`config.mk`:
```
export PLATFORM = sky130hd
export DESIGN_NAME = sum_serial_flat
export DESIGN_NICKNAME = d
export VERILOG_FILES = /design/src/rtl/sum_serial_pkg.sv /design/src/rtl/sum_serial_if.sv /design/src/rtl/sum_serial_sum1b.sv /design/src/rtl/sum_serial.sv /design/src/flat_wrapper.sv
export SDC_FILE = /design/constraint.sdc
export NUM_CORES = 1
export LEC_CHECK = 0
export CORE_ASPECT_RATIO = 0.75
export CORE_MARGIN = 4
export CORE_UTILIZATION = 35
export CTS_BUF_LIST = sky130_fd_sc_hd__clkbuf_8
export CTS_CLUSTER_SIZE = 24
export DETAILED_ROUTE_END_ITERATION = 10
export HOLD_SLACK_MARGIN = 0.05
export SLEW_MARGIN = 10
export SYNTH_ARGS = -nofsm -noshare
export SYNTH_HDL_FRONTEND = slang
export SYNTH_SLANG_ARGS = --single-unit
```
`constraint.sdc`:
```
create_clock -name clk -period 3.81 [get_ports clk]
set_input_delay 0.762 -clock clk [delete_from_list [all_inputs] [get_ports clk]]
set_output_delay 0.762 -clock clk [all_outputs]
set_load 0.02 [all_outputs]
```
`src/rtl/sum_serial_pkg.sv`:
```
// Shared definitions for the bit-serial adder: state encoding and width helpers.
package sum_serial_pkg;

  localparam int unsigned DEFAULT_N = 8;

  typedef enum logic [1:0] {
    IDLE = 2'd0,
    RUN  = 2'd1,
    FIN  = 2'd2
  } state_e;

  // Bit-counter width; a 1-bit operand still needs a 1-bit counter.
  function automatic int unsigned cnt_width(input int unsigned n);
    return (n > 1) ? $clog2(n) : 1;
  endfunction

endpackage

```
`src/rtl/sum_serial_if.sv`:
```
// Operand/result bundle between the operand source (master) and the serial adder (slave).
interface sum_serial_if
  import sum_serial_pkg::*;
#(
  parameter int unsigned N = DEFAULT_N
);

  logic         start;
  logic [N-1:0] a;
  logic [N-1:0] b;
  logic         ci;
  logic         busy;
  logic         done;
  logic [N-1:0] s;
  logic         co;

  modport master (output start, a, b, ci, input busy, done, s, co);
  modport slave  (input start, a, b, ci, output busy, done, s, co);

endinterface

```
`src/rtl/sum_serial_sum1b.sv`:
```
// One-bit full adder used as the single datapath slice of the serial adder.
module sum1b (
  input  logic a,
  input  logic b,
  input  logic ci,
  output logic so,
  output logic co
);

  assign so = a ^ b ^ ci;
  assign co = (a & b) | (ci & (a ^ b));

endmodule

```
`src/rtl/sum_serial.sv`:
```
// Bit-serial N-bit adder: one full-adder slice, LSB first, carry held in a flop.
module sum_serial
  import sum_serial_pkg::*;
#(
  parameter int unsigned N = DEFAULT_N
) (
  input logic         clk,
  input logic         rst_n,
  sum_serial_if.slave bus
);

  localparam int unsigned CW = cnt_width(N);

  state_e        state;
  logic [N-1:0]  a_sh;
  logic [N-1:0]  b_sh;
  logic [N-1:0]  sum_sh;
  logic          carry;
  logic [CW-1:0] cnt;
  logic          busy_q;
  logic          done_q;
  logic [N-1:0]  s_q;
  logic          co_q;

  logic          so_fa;
  logic          co_fa;
  logic [N-1:0]  sum_next_c;

  sum1b u_fa (
    .a  (a_sh[0]),
    .b  (b_sh[0]),
    .ci (carry),
    .so (so_fa),
    .co (co_fa)
  );

  // New sum bit enters at the MSB so the full word is aligned after N shifts.
  assign sum_next_c = (sum_sh >> 1) | (N'(so_fa) << (N - 1));

  always_ff @(posedge clk) begin
    if (!rst_n) begin
      state  <= IDLE;
      a_sh   <= '0;
      b_sh   <= '0;
      sum_sh <= '0;
      carry  <= 1'b0;
      cnt    <= '0;
      busy_q <= 1'b0;
      done_q <= 1'b0;
      s_q    <= '0;
      co_q   <= 1'b0;
    end else begin
      done_q <= 1'b0;
      unique case (state)
        // FIN accepts a new start exactly like IDLE, giving back-to-back runs.
        IDLE, FIN: begin
          if (bus.start) begin
            a_sh   <= bus.a;
            b_sh   <= bus.b;
            carry  <= bus.ci;
            cnt    <= '0;
            sum_sh <= '0;
            busy_q <= 1'b1;
            state  <= RUN;
          end else begin
            state  <= IDLE;
          end
        end
        RUN: begin
          carry  <= co_fa;
          sum_sh <= sum_next_c;
          a_sh   <= a_sh >> 1;
          b_sh   <= b_sh >> 1;
          cnt    <= cnt + CW'(1);
          if (cnt == CW'(N - 1)) begin
            s_q    <= sum_next_c;
            co_q   <= co_fa;
            done_q <= 1'b1;
            busy_q <= 1'b0;
            state  <= FIN;
          end
        end
        default: state <= IDLE;
      endcase
    end
  end

  assign bus.busy = busy_q;
  assign bus.done = done_q;
  assign bus.s    = s_q;
  assign bus.co   = co_q;

endmodule

```
`src/flat_wrapper.sv`:
```
// flat-port wrapper written by rule: the top's interface ports become plain ports
module sum_serial_flat import sum_serial_pkg::*;
#(
  parameter int unsigned N = DEFAULT_N
)
  (clk, rst_n, bus_start, bus_a, bus_b, bus_ci, bus_busy, bus_done, bus_s, bus_co);
  sum_serial_if #(.N(N)) bus_i ();
  input logic clk;
  input logic rst_n;
  input wire logic [$bits(bus_i.start)-1:0] bus_start;
  input wire logic [$bits(bus_i.a)-1:0] bus_a;
  input wire logic [$bits(bus_i.b)-1:0] bus_b;
  input wire logic [$bits(bus_i.ci)-1:0] bus_ci;
  output wire logic [$bits(bus_i.busy)-1:0] bus_busy;
  output wire logic [$bits(bus_i.done)-1:0] bus_done;
  output wire logic [$bits(bus_i.s)-1:0] bus_s;
  output wire logic [$bits(bus_i.co)-1:0] bus_co;
  assign bus_i.start = bus_start;
  assign bus_i.a = bus_a;
  assign bus_i.b = bus_b;
  assign bus_i.ci = bus_ci;
  assign bus_busy = bus_i.busy;
  assign bus_done = bus_i.done;
  assign bus_s = bus_i.s;
  assign bus_co = bus_i.co;
  sum_serial #(.N(N)) u_core (.clk(clk), .rst_n(rst_n), .bus(bus_i));
endmodule
```
[Word-level counts from Yosys, hierarchy flattened]
Cells that the tools add are included.
Operators by class
  mux-type cells: 17
  $lt $le $gt $ge: 0
  $mul: 0
  div/mod/pow operators: 0
  shift-type cells: 0
  reductions and logical operators: 7
  equal/unequal tests: 5
  add/subtract/negate cells: 1
  bitwise gates (word level): 6
Operator list (number)
  8-bit one-hot mux with 2 select lines: 3
  8-bit two-way mux: 3
  7-bit by 8-bit bitwise OR with 8-bit output: 1
  3-bit one-hot mux with 2 select lines: 1
  2-bit AND reduction: 3
  1-bit two-way mux: 5
  1-bit one-hot mux with 2 select lines: 2
  2-bit one-hot mux with 2 select lines: 1
  3-bit by 1-bit adder with 3-bit output, second input constant: 1
  3-bit == test, second input constant: 1
  3-bit two-way mux: 1
  3-bit AND reduction: 1
  1-bit AND: 2
  2-bit by 1-bit == test with 1-bit output, second input constant: 1
  2-bit == test, second input constant: 1
  2-bit zero test: 1
  2-bit two-way mux: 1
  2-bit by 1-bit != test with 1-bit output, second input constant: 1
  2-bit != test, second input constant: 1
  2-bit nonzero test: 1
  2-bit OR reduction: 1
  1-bit bitwise XOR: 2
  1-bit bitwise OR: 1
Storage, ports and cells
  logic and storage cells: 46
  output and inout port bits: 11
  input port bits: 20
  latch bits: 0
  bits in writable memories: 0
  bits in registers: 41
  bits in read-only memories: 0
  memories: 0

[Depth between registers and ports, before layout]
Gate-level depths: netlist (run 1).
  word-level depth: 4
  depth in mapped cells: 5
  mapped depth without buffers: 5

[By module]
From an unflattened synthesis (run 1), not the netlist that was laid out.
Second synthesis, totals
  cells, all modules: 194
  area, all modules: 1639.1 um^2
Modules (own cells, without submodules)
  sum_serial: area each 1619.1 um^2, cells an instance 193, times used 1, sequential area each 800.8 um^2
  sum1b: area each 20.0 um^2, cells an instance 1, times used 1, sequential area each 0.0 um^2

[Least setup slack after synthesis (run 1)]
No wires, ideal clock.
  kind: input to register
  start: input port bus_start
  end: register u_core.busy_q (netlist: u_core.bus.busy)
  stages on the path: 5
  arrival: 1.322 ns
  buffers on the path: 2
  setup slack: 2.356 ns
  setup time: 0.132 ns
  required time: 3.678 ns
  cells stage by stage: nor2b_1 -> buf_2 -> buf_4 -> o21ai_1 -> a21oi_1
On the way
  word-level cells in the longest chain between the ends: 2
Ends and longest elaborated chain
  start, declared: line flat_wrapper.sv:10  | input wire logic [$bits(bus_i.start)-1:0] bus_start;
  2-bit != test (no source line)
  3-bit AND reduction (no source line)
  end signal, assigned: line sum_serial.sv:48  | busy_q <= 1'b0;
  end signal, assigned: line sum_serial.sv:63  | busy_q <= 1'b1;
  end signal, assigned: line sum_serial.sv:79  | busy_q <= 1'b0;
  end, declared: line sum_serial.sv:20  | logic busy_q;
Every way passes these cells.
A chain may end at the register's enable or synchronous reset.

==> results of run 1 <==
-- layout by cell type, fill, tap and decap left out, types with 2 or more instances in the layout --
| master | synthesis | final |
|---|---|---|
| a21boi_0 | 10 | 10 |
| a21boi_1 | 10 | 10 |
| a31oi_1 | 15 | 15 |
| and3_1 | 3 | 3 |
| buf_4 | 4 | 3 |
| clkbuf_8 | 0 | 5 |
| clkdlybuf4s50_1 | 0 | 30 |
| dfxtp_1 | 40 | 40 |
| ha_1 | 2 | 2 |
| nand2_1 | 50 | 50 |
| nand2b_1 | 2 | 2 |
| nand3_1 | 20 | 20 |
| o21ai_0 | 16 | 16 |
-- per-stage QoR --
step           worst slack [ns]  util (%)  cells  hold slack (ns)
2_1_floorplan              2.36         -    194            0.444
3_3_place_gp               1.32      43.0    267            0.452
3_5_place_dp               1.32      43.0    267            0.456
4_1_cts                    1.62      45.5    275            0.467
5_1_grt                    1.41      45.5    275            0.491
6_report                   1.60      45.5    275            0.464
-- kinds of logic after synthesis --
family,synth area share (%)
compound gates,20.9
fa+ha+maj,2.75
buf+inv,6.11
simple gates,21.4
flops,48.9
-- routing by layer --
| metal | vias to the layer above | track usage (%) | part of all wire [%] |
|---|---|---|---|
| met5 | - | 0 | 0 |
| met4 | 0 | 5.84 | 2.1 |
| met3 | 7 | 3.41 | 6.0 |
| met2 | 35 | 16.8 | 41 |
| met1 | 609 | 17.4 | 51 |
| li1 | 707 | - | - |
-- worst min-delay path, cell delays in order (launching register included) --
cell      delay (ns)
dfxtp_1         0.31
nand3_1         0.06
a21boi_1        0.05
-- power groups by stage --
| stage | registers [µW] | clock network (µW) | logic, µW |
|---|---|---|---|
| 3_3_place_gp | 460 | 0 | 96.2 |
| 3_5_place_dp | 459 | 0 | 96.8 |
| 4_1_cts | 450 | 354 | 97.9 |
| 2_1_floorplan | 458 | 0 | 67.8 |
| 6_report | 450 | 343 | 96.5 |
| 5_1_grt | 453 | 372 | 110 |
-- worst max-delay path by stage --
stage	to	startpoint	slack, ns
2_1_floorplan	u_core.bus.busy$_SDFFE_PN0P_	bus_start	2.36
3_3_place_gp	u_core.a_sh[3]$_SDFFE_PN0P_	rst_n	1.32
3_5_place_dp	u_core.a_sh[1]$_SDFFE_PN0P_	rst_n	1.32
4_1_cts	u_core.a_sh[3]$_SDFFE_PN0P_	rst_n	1.62
5_1_grt	u_core.a_sh[3]$_SDFFE_PN0P_	rst_n	1.41
6_report	u_core.a_sh[3]$_SDFFE_PN0P_	rst_n	1.60
-- state kept, by name, summed over array words and instances (netlist names) --
register	count
u_core.a_sh	8
u_core.b_sh	8
u_core.bus.busy	1
u_core.bus.co	1
u_core.bus.done	1
u_core.bus.s	8
u_core.carry	1
u_core.cnt	3
u_core.state	2
u_core.sum_sh	7
-- area by class of cell --
type,count,share of cell area [%]
Multi-Input combinational cell,137,36.1
Clock inverter,3,2.08
Timing Repair Buffer,33,15.8
Clock buffer,5,3.37
Sequential cell,40,39.2
Tap cell,57,3.49
==> metrics, run 1 <==
Pwr Total=889 µW; placed inst area=0.00193 mm²; Comb pwr share=10.8%; clock slew at reported path FFs=0.08 ns; Syn Area/Cell=8.44 µm²; Layout Skew=0.00679 ns; FF-to-FF path depth=5; initial drt markers=132; RSZ-0062 raised after global routing=false; Initial Utilization=36.5%; Seq/Total Area, Yosys=48.9%; fraction of layout cells with a size suffix above 1=5.05%; area delta synth->final=24.8%; synth warn=0; reg-to-reg startpoint=u_core.cnt[0]$_SDFFE_PN0P_; multi-input logic area=737 µm²; fin crit share=58.0%; Slew headroom=23.7%; initial antenna violation count=0; Post-route DRC=0; biggest area consumer among synthesized cells=dfxtp_1; TritonCTS buffer count=5; nets@finish=240; area share of the largest cell type after synthesis=48.9%; Sw Share=23.9%; row cnt=21; WL per Instance=11.9 µm; setup TNS=0 ns; design area=0.00204 mm²; CP max FO=40; first-pass GRT wire length=5.63 mm; Skew-Pair Late Insertion Delay=0.29 ns; grt total ovfl=0; HP Class=reg2reg; Netlist cell types=24; Syn Nets=217; Crit path depth=3; worst path required time=4.03 ns; Primary FF master, synth=dfxtp_1; Gate Count Post-Synth=194; register area=801 µm²; Chip Width=87.0 µm; Hold Fails Final Rpt=0; Ports=31; Worst EP arrival=2.43 ns; #FFs+latches synth=40; CP top delay family=buffers and inverters; clock sink total=40; max_cap viols=0; n_diodes=0; Clock Root Buffer=clkbuf_8; port buffer count=30; synth top area cells=dfxtp_1 49%, nand2_1 11%, nand3_1 6.1%; Worst R2R Setup Slack=2.11 ns; CTS max path bufs=2; Core ar.=0.00449 mm²; CTS tree=built; CP startpoint kind=input port; hold endpoint=u_core.a_sh[7]$_SDFFE_PN0P_; critical-path cell list=clkdlybuf4s50_1 -> o21ai_0 -> a31oi_1; status=completed; leakage power=0.000724 µW; H-tree depth=2; Total Routing Usage GR=12.2%; maximum vdd drop=0.000194 V; final setup violation count=0; crit end category=flop; Clock power frac=38.6%; Post-DP HPWL=2.10 mm; Worst R2R End=u_core.bus.s[2]$_SDFFE_PN0P_; Synth async-reset ratio=0%; min cycle time layout=2.21 ns; number of synthesized flops with an enable pin=0; detailed-route wire length=3.28 mm; hold buffer count at CTS=0; Buffers & Inverters on Critical Path=1; largest net degree at the start of global routing=45; Crit-path slowest cell=clkdlybuf4s50_1; Hold Crit Start=u_core.a_sh[7]$_SDFFE_PN0P_; worst slew pin tran=1.14 ns; post-DR vias/cell=4.94; Cell Int Power=677 µW; Power Dens Cells=435 mW/mm²; worst setup path class=in2reg; Sequential Power Share=50.6%; switching power=212 µW; max incr delay on CP=1.23 ns; vias in the first global route=1175; worst hold path depth=2; max-slew violations=0; via count=1358; post-cts resize count=0; die area=0.00585 mm²; Max Clock Freq=452 MHz; RD Place Congestion=0.693; Pre-antenna DRT Iters=4; fillers=449; Post-CTS Setup Bufs=0; most common cell in the synthesized netlist=nand2_1; Synth top cells by count=50 x nand2_1, 40 x dfxtp_1, 20 x nand3_1, 16 x o21ai_0, 15 x a31oi_1; Post-DRT Antenna Nets=0; cell area after synthesis=0.00164 mm²; Die H=67.2 µm
Note: power is estimated with default switching activity, not from simulation.
==> run 2: changes to the inputs <==
clock period = 1.9 ns   (was 3.81 ns; I/O delays follow)
==> run 2 against run 1 <==
Against the previous run:
- utilization rose by 1.9 points
- flip-flop and latch count did not move
- die area did not move
- register-to-register slack got worse by 1.6 ns
- sequential share of layout area fell by 1.6 points
- clock skew fell by 0.0033 ns
- first-iteration DRC count fell by 35%
- critical path depth fell by 2
- largest cell class unchanged
==> metrics, run 2 (synthesis results as in run 1) <==
clock slew at reported path FFs=0.08 ns (about the same); Power Dens Cells=877 mW/mm² (+100%); RD Place Congestion=0.706 (+1.9%); via count=1370 (+0.88%); first-pass GRT wire length=5.77 mm (+2.5%); GR Layer Usage met3=3.66% (+0.24 points); met1 Use GR=17.2% (-0.26 points); Final Core Density=47.4% (+1.9 points); area delta synth->final=30.1%; Worst EP arrival=1.23 ns (-1.20 ns); max incr delay on CP=0.60 ns (-0.63 ns); Placed Cells=275 (+3.0%); hold buffer count at CTS=0 (unchanged); Chip Width=87.0 µm (unchanged); crit end category=primary output; grt total ovfl=0 (unchanged); die area=0.00585 mm² (unchanged); fin crit share=84.9%; Hold Crit Start=u_core.bus.s[7]$_SDFFE_PN0P_; CP max FO=2 (-95%); CP top delay family=buffers and inverters; RSZ-0062 raised after global routing=false; CTS tree=built; WL per Instance=12.2 µm (+2.0%); most common cell after layout, fill and taps aside=nand2_1; Worst R2R Setup Slack=0.51 ns (-1.60 ns); reg-to-reg startpoint=u_core.state[1]$_SDFFE_PN0P_; detailed-route wire length=3.45 mm (+5.0%); gr busiest metal=met2; Post-DP HPWL=2.22 mm (+5.4%); final setup violation count=0 (unchanged); Hold Fails Final Rpt=0 (unchanged); max-slew violations=0 (unchanged); clock sink total=40 (unchanged); min cycle time layout=1.61 ns; n_diodes=0 (unchanged); Post-Layout Cell Count=283 (+2.9%); Buffers & Inverters on Critical Path=1 (unchanged); Crit-path slowest cell=clkdlybuf4s50_1; CTS max path bufs=2 (unchanged); HP Class=reg2reg; row cnt=21 (unchanged); critical path startpoint=u_core.bus.busy$_SDFFE_PN0P_; vias in the first global route=1240 (+5.5%); status=completed; worst path required time=1.52 ns (-2.51 ns); Ports=31 (unchanged); nets@finish=248 (+3.3%); CP startpoint kind=flop; Post-route DRC=0 (unchanged); max_cap viols=0 (unchanged); Layout Skew=0.00350 ns (-0.00329 ns); leakage power=0.000776 µW (+7.2%); H-tree depth=2 (unchanged); port buffer count=30 (unchanged); fraction of layout cells with a size suffix above 1=8.41% (+3.4 points); largest net degree at the start of global routing=41 (-8.9%); TritonCTS buffer count=5 (unchanged); Pre-antenna DRT Iters=4 (unchanged); Post-CTS Setup Bufs=0 (unchanged); fillers=445 (-0.89%); post-DR vias/cell=4.84 (-2.0%); initial antenna violation count=0 (unchanged); Core ar.=0.00449 mm² (unchanged); Die H=67.2 µm (unchanged); critical-path cell list=clkdlybuf4s50_1; Skew-Pair Late Insertion Delay=0.29 ns (about the same); met2 track demand over resource=18.8% (+2.0 points); most frequent cells in the layout=50 x nand2_1, 40 x dfxtp_1, 30 x clkdlybuf4s50_1; Clock Root Buffer=clkbuf_8; worst setup path class=reg2out; Initial Utilization=36.5% (unchanged); Total Routing Usage GR=12.6% (+0.43 points); register area=801 µm² (unchanged); Post-DRT Antenna Nets=0 (unchanged); Slew headroom=66.3% (+43 points); worst slew pin tran=0.506 ns (-0.635 ns); setup TNS=0 ns (unchanged); Max Clock Freq=620 MHz; post-cts resize count=0 (unchanged); maximum vdd drop=0.000336 V (+74%); initial drt markers=86 (-35%); multi-input logic area=737 µm² (unchanged)
==> run 2: final timing paths <==
kind,cells after the start,end
max reg2reg,4,u_core.b_sh[0]$_SDFFE_PN0P_
min reg2reg,2,u_core.bus.s[7]$_SDFFE_PN0P_
min,2,u_core.bus.s[7]$_SDFFE_PN0P_
max,1,bus_busy
==> run 2: area by class of cell <==
cell class                 count  area share, %
clock buffer                   7           4.52
clock inverter                 1           1.41
sequential                    40           37.6
timing repair buffer          41           18.6
tap                           57           3.35
multi-input combinational    137           34.6
==> run 2: per-layer routing <==
metal / vias up / wire length [µm]
li1: 727 / -
met1: 610 / 1840
met2: 28 / 1420
met3: 5 / 142
met4: 0 / 51
met5: - / 0
==> run 2: power breakdown <==
group | leakage, µW | switching, µW | internal [µW]
registers | 0.000327 | 22.4 | 880
clock network | 0.0000645 | 295 | 464
logic | 0.000385 | 108 | 100
total | 0.000776 | 425 | 1440
==> run 2: tightest hold or removal path: cells and delay by family, from the launching register on <==
| kind | cells | cell delay, ns |
|---|---|---|
| compound gates | 1 | 0.05 |
| simple gates | 1 | 0.05 |
| flops | 1 | 0.31 |
==> run 2: through the flow <==
stage	setup WS (ns)	total power, µW	hold slack, ns	area [µm²]
final	0.287	1870	0.456	2130
after global placement	0.348	1130	0.449	2000
after global routing	0.221	1960	0.485	2130
after floorplan	0.680	1050	0.444	1640
after CTS	0.263	1900	0.456	2130
after detailed placement	0.252	1130	0.445	2000
==> run 3: changes to the inputs <==
clock period = 1.4 ns   (was 1.9 ns; I/O delays follow)
==> run 3 against run 2 <==
Against the previous run:
- routed wire length is 1.0% lower
- clock-buffer cell count shrank 1
- global-route usage shrank 0.26 points
- cell count up 0.35%
- utilization is 0.39 points lower
- worst hold slack worse by 0.0054 ns
- final area shrank 0.82%
- clock power up 2%
- non-clock buffer count rose by 1
- flip-flop and latch count is the same
- sequential power rose by 36%
- worst setup slack got worse by 0.15 ns
- critical path type is now reg2reg
- highest routed layer unchanged
==> metrics, run 3 (synthesis results as in run 1) <==
status=completed; worst slew pin tran=0.244 ns (-0.262 ns); Skew-Pair Late Insertion Delay=0.29 ns (about the same); max_cap viols=0 (unchanged); RSZ-0062 raised after global routing=false; leakage power=0.000831 µW (+7.1%); HP Class=reg2reg; via count=1361 (-0.66%); row cnt=21 (unchanged); Layout Skew=0.00244 ns (-0.00106 ns); crit end category=flop; TritonCTS buffer count=5 (unchanged); Pwr Total=2300 µW (+23%); Hold Fails Final Rpt=0 (unchanged); worst path required time=1.62 ns (+0.10 ns); Ports=31 (unchanged); clock sink total=40 (unchanged); die area=0.00585 mm² (unchanged); H-tree depth=2 (unchanged); fin crit share=90.5%; clock slew at reported path FFs=0.07 ns (about the same); most frequent cells in the layout=50 x nand2_1, 40 x dfxtp_1, 20 x nand3_1; area delta synth->final=29.0%; min cycle time layout=1.27 ns; max-slew violations=0 (unchanged); WL per Instance=12.0 µm (-1.4%); worst setup path class=reg2reg; detailed-route wire length=3.41 mm (-1.0%); Pre-antenna DRT Iters=4 (unchanged); Slew headroom=83.7% (+17 points); CTS tree=built; Post-DRT Antenna Nets=0 (unchanged); final setup violation count=0 (unchanged); RD Place Congestion=0.686 (-2.9%); first-pass GRT wire length=5.68 mm (-1.6%); CP startpoint kind=flop; fraction of layout cells with a size suffix above 1=7.93% (-0.48 points); Total Routing Usage GR=12.4% (-0.26 points); most common cell after layout, fill and taps aside=nand2_1; post-DR vias/cell=4.79 (-1.0%); Max Clock Freq=789 MHz; Post-DP HPWL=2.26 mm (+1.9%); initial antenna violation count=0 (unchanged); largest net degree at the start of global routing=41 (unchanged); grt total ovfl=0 (unchanged); design area=0.00211 mm² (-0.82%); placed inst area=0.00204 mm² (+1.6%); Chip Width=87.0 µm (unchanged); Placed Cells=276 (+0.36%); Initial Utilization=36.5% (unchanged); Clock Root Buffer=clkbuf_8; nets@finish=249 (+0.40%); Core ar.=0.00449 mm² (unchanged); fillers=465 (+4.5%); Post-Layout Cell Count=284 (+0.35%); CP max FO=5 (+3); Die H=67.2 µm (unchanged); Post-route DRC=0 (unchanged); vias in the first global route=1241 (+0.081%); CTS max path bufs=2 (unchanged); Worst EP arrival=1.48 ns (+0.25 ns); Power Dens Cells=1090 mW/mm² (+24%); n_diodes=0 (unchanged); maximum vdd drop=0.000461 V (+37%); port buffer count=30 (unchanged); initial drt markers=84 (-2.3%)
[run 3: changes by cell type in the layout (fill, tap and decap cells not counted)]
| cell | delta |
|---|---|
| bufinv_16 | -1 |
| clkbuf_8 | -1 |
| buf_12 | +2 |
| buf_4 | -1 |
| inv_1 | +2 |
| dlygate4sd2_1 | +11 |
| clkdlybuf4s50_1 | -11 |
[run 3: timing repair]
item,CTS,global route
resized for setup,11,0
hold buffers,0,0
buffers inserted,0,0
endpoints found under the setup margin,11,0
[run 3: worst max-delay path, cell delays in order (launching register included)]
cell and delay, ns:
dfxtp_1 0.33, ha_1 0.20, ha_1 0.20, nand3b_1 0.12
buf_4 0.15, nand2_1 0.05, a21boi_0 0.16
[run 3: worst paths after layout]
kind / cells after the start / from / slack (ns) / end
worst max-delay path: 6 / u_core.cnt[0]$_SDFFE_PN0P_ / 0.13 / u_core.bus.s[0]$_SDFFE_PN0P_
worst min register to register: 2 / u_core.bus.s[7]$_SDFFE_PN0P_ / 0.45 / u_core.bus.s[7]$_SDFFE_PN0P_
worst max register to register: 6 / u_core.cnt[0]$_SDFFE_PN0P_ / 0.13 / u_core.bus.s[0]$_SDFFE_PN0P_
worst min-delay path: 2 / u_core.bus.s[7]$_SDFFE_PN0P_ / 0.45 / u_core.bus.s[7]$_SDFFE_PN0P_
[run 3: layout make-up]
cell class,instances,area [µm²],share of cell area (%)
Clock buffer,6,82.6,3.91
Timing Repair Buffer,42,414,19.6
Multi-Input combinational cell,137,737,34.9
Tap cell,57,71.3,3.37
Clock inverter,2,7.51,0.355
Sequential cell,40,801,37.9
[run 3: layer usage]
layer  global-route usage [%]  part of all wire, %
met5                        0                    0
met4                     6.42                  2.1
met3                     3.17                  4.3
met2                     16.9                   39
met1                     17.8                   55
[run 3: where the power goes]
group          total (µW)  switching (µW)  internal [µW]
sequential           1230            30.8           1190
clock                 775             388            387
combinational         297             148            149
total                2300             567           1730
[run 3: stage by stage]
| step | util, % | setup WS, ns | TNS, ns | hold WS, ns |
|---|---|---|---|---|
| 2_1_floorplan | - | 0.180 | 0 | 0.415 |
| 3_5_place_dp | 45.3 | -0.0510 | -0.558 | 0.447 |
| 6_report | 47.0 | 0.133 | 0 | 0.450 |
| 3_3_place_gp | 45.3 | -0.0260 | -0.213 | 0.444 |
| 5_1_grt | 47.0 | 0.00733 | 0 | 0.489 |
| 4_1_cts | 47.0 | 0.115 | 0 | 0.456 |
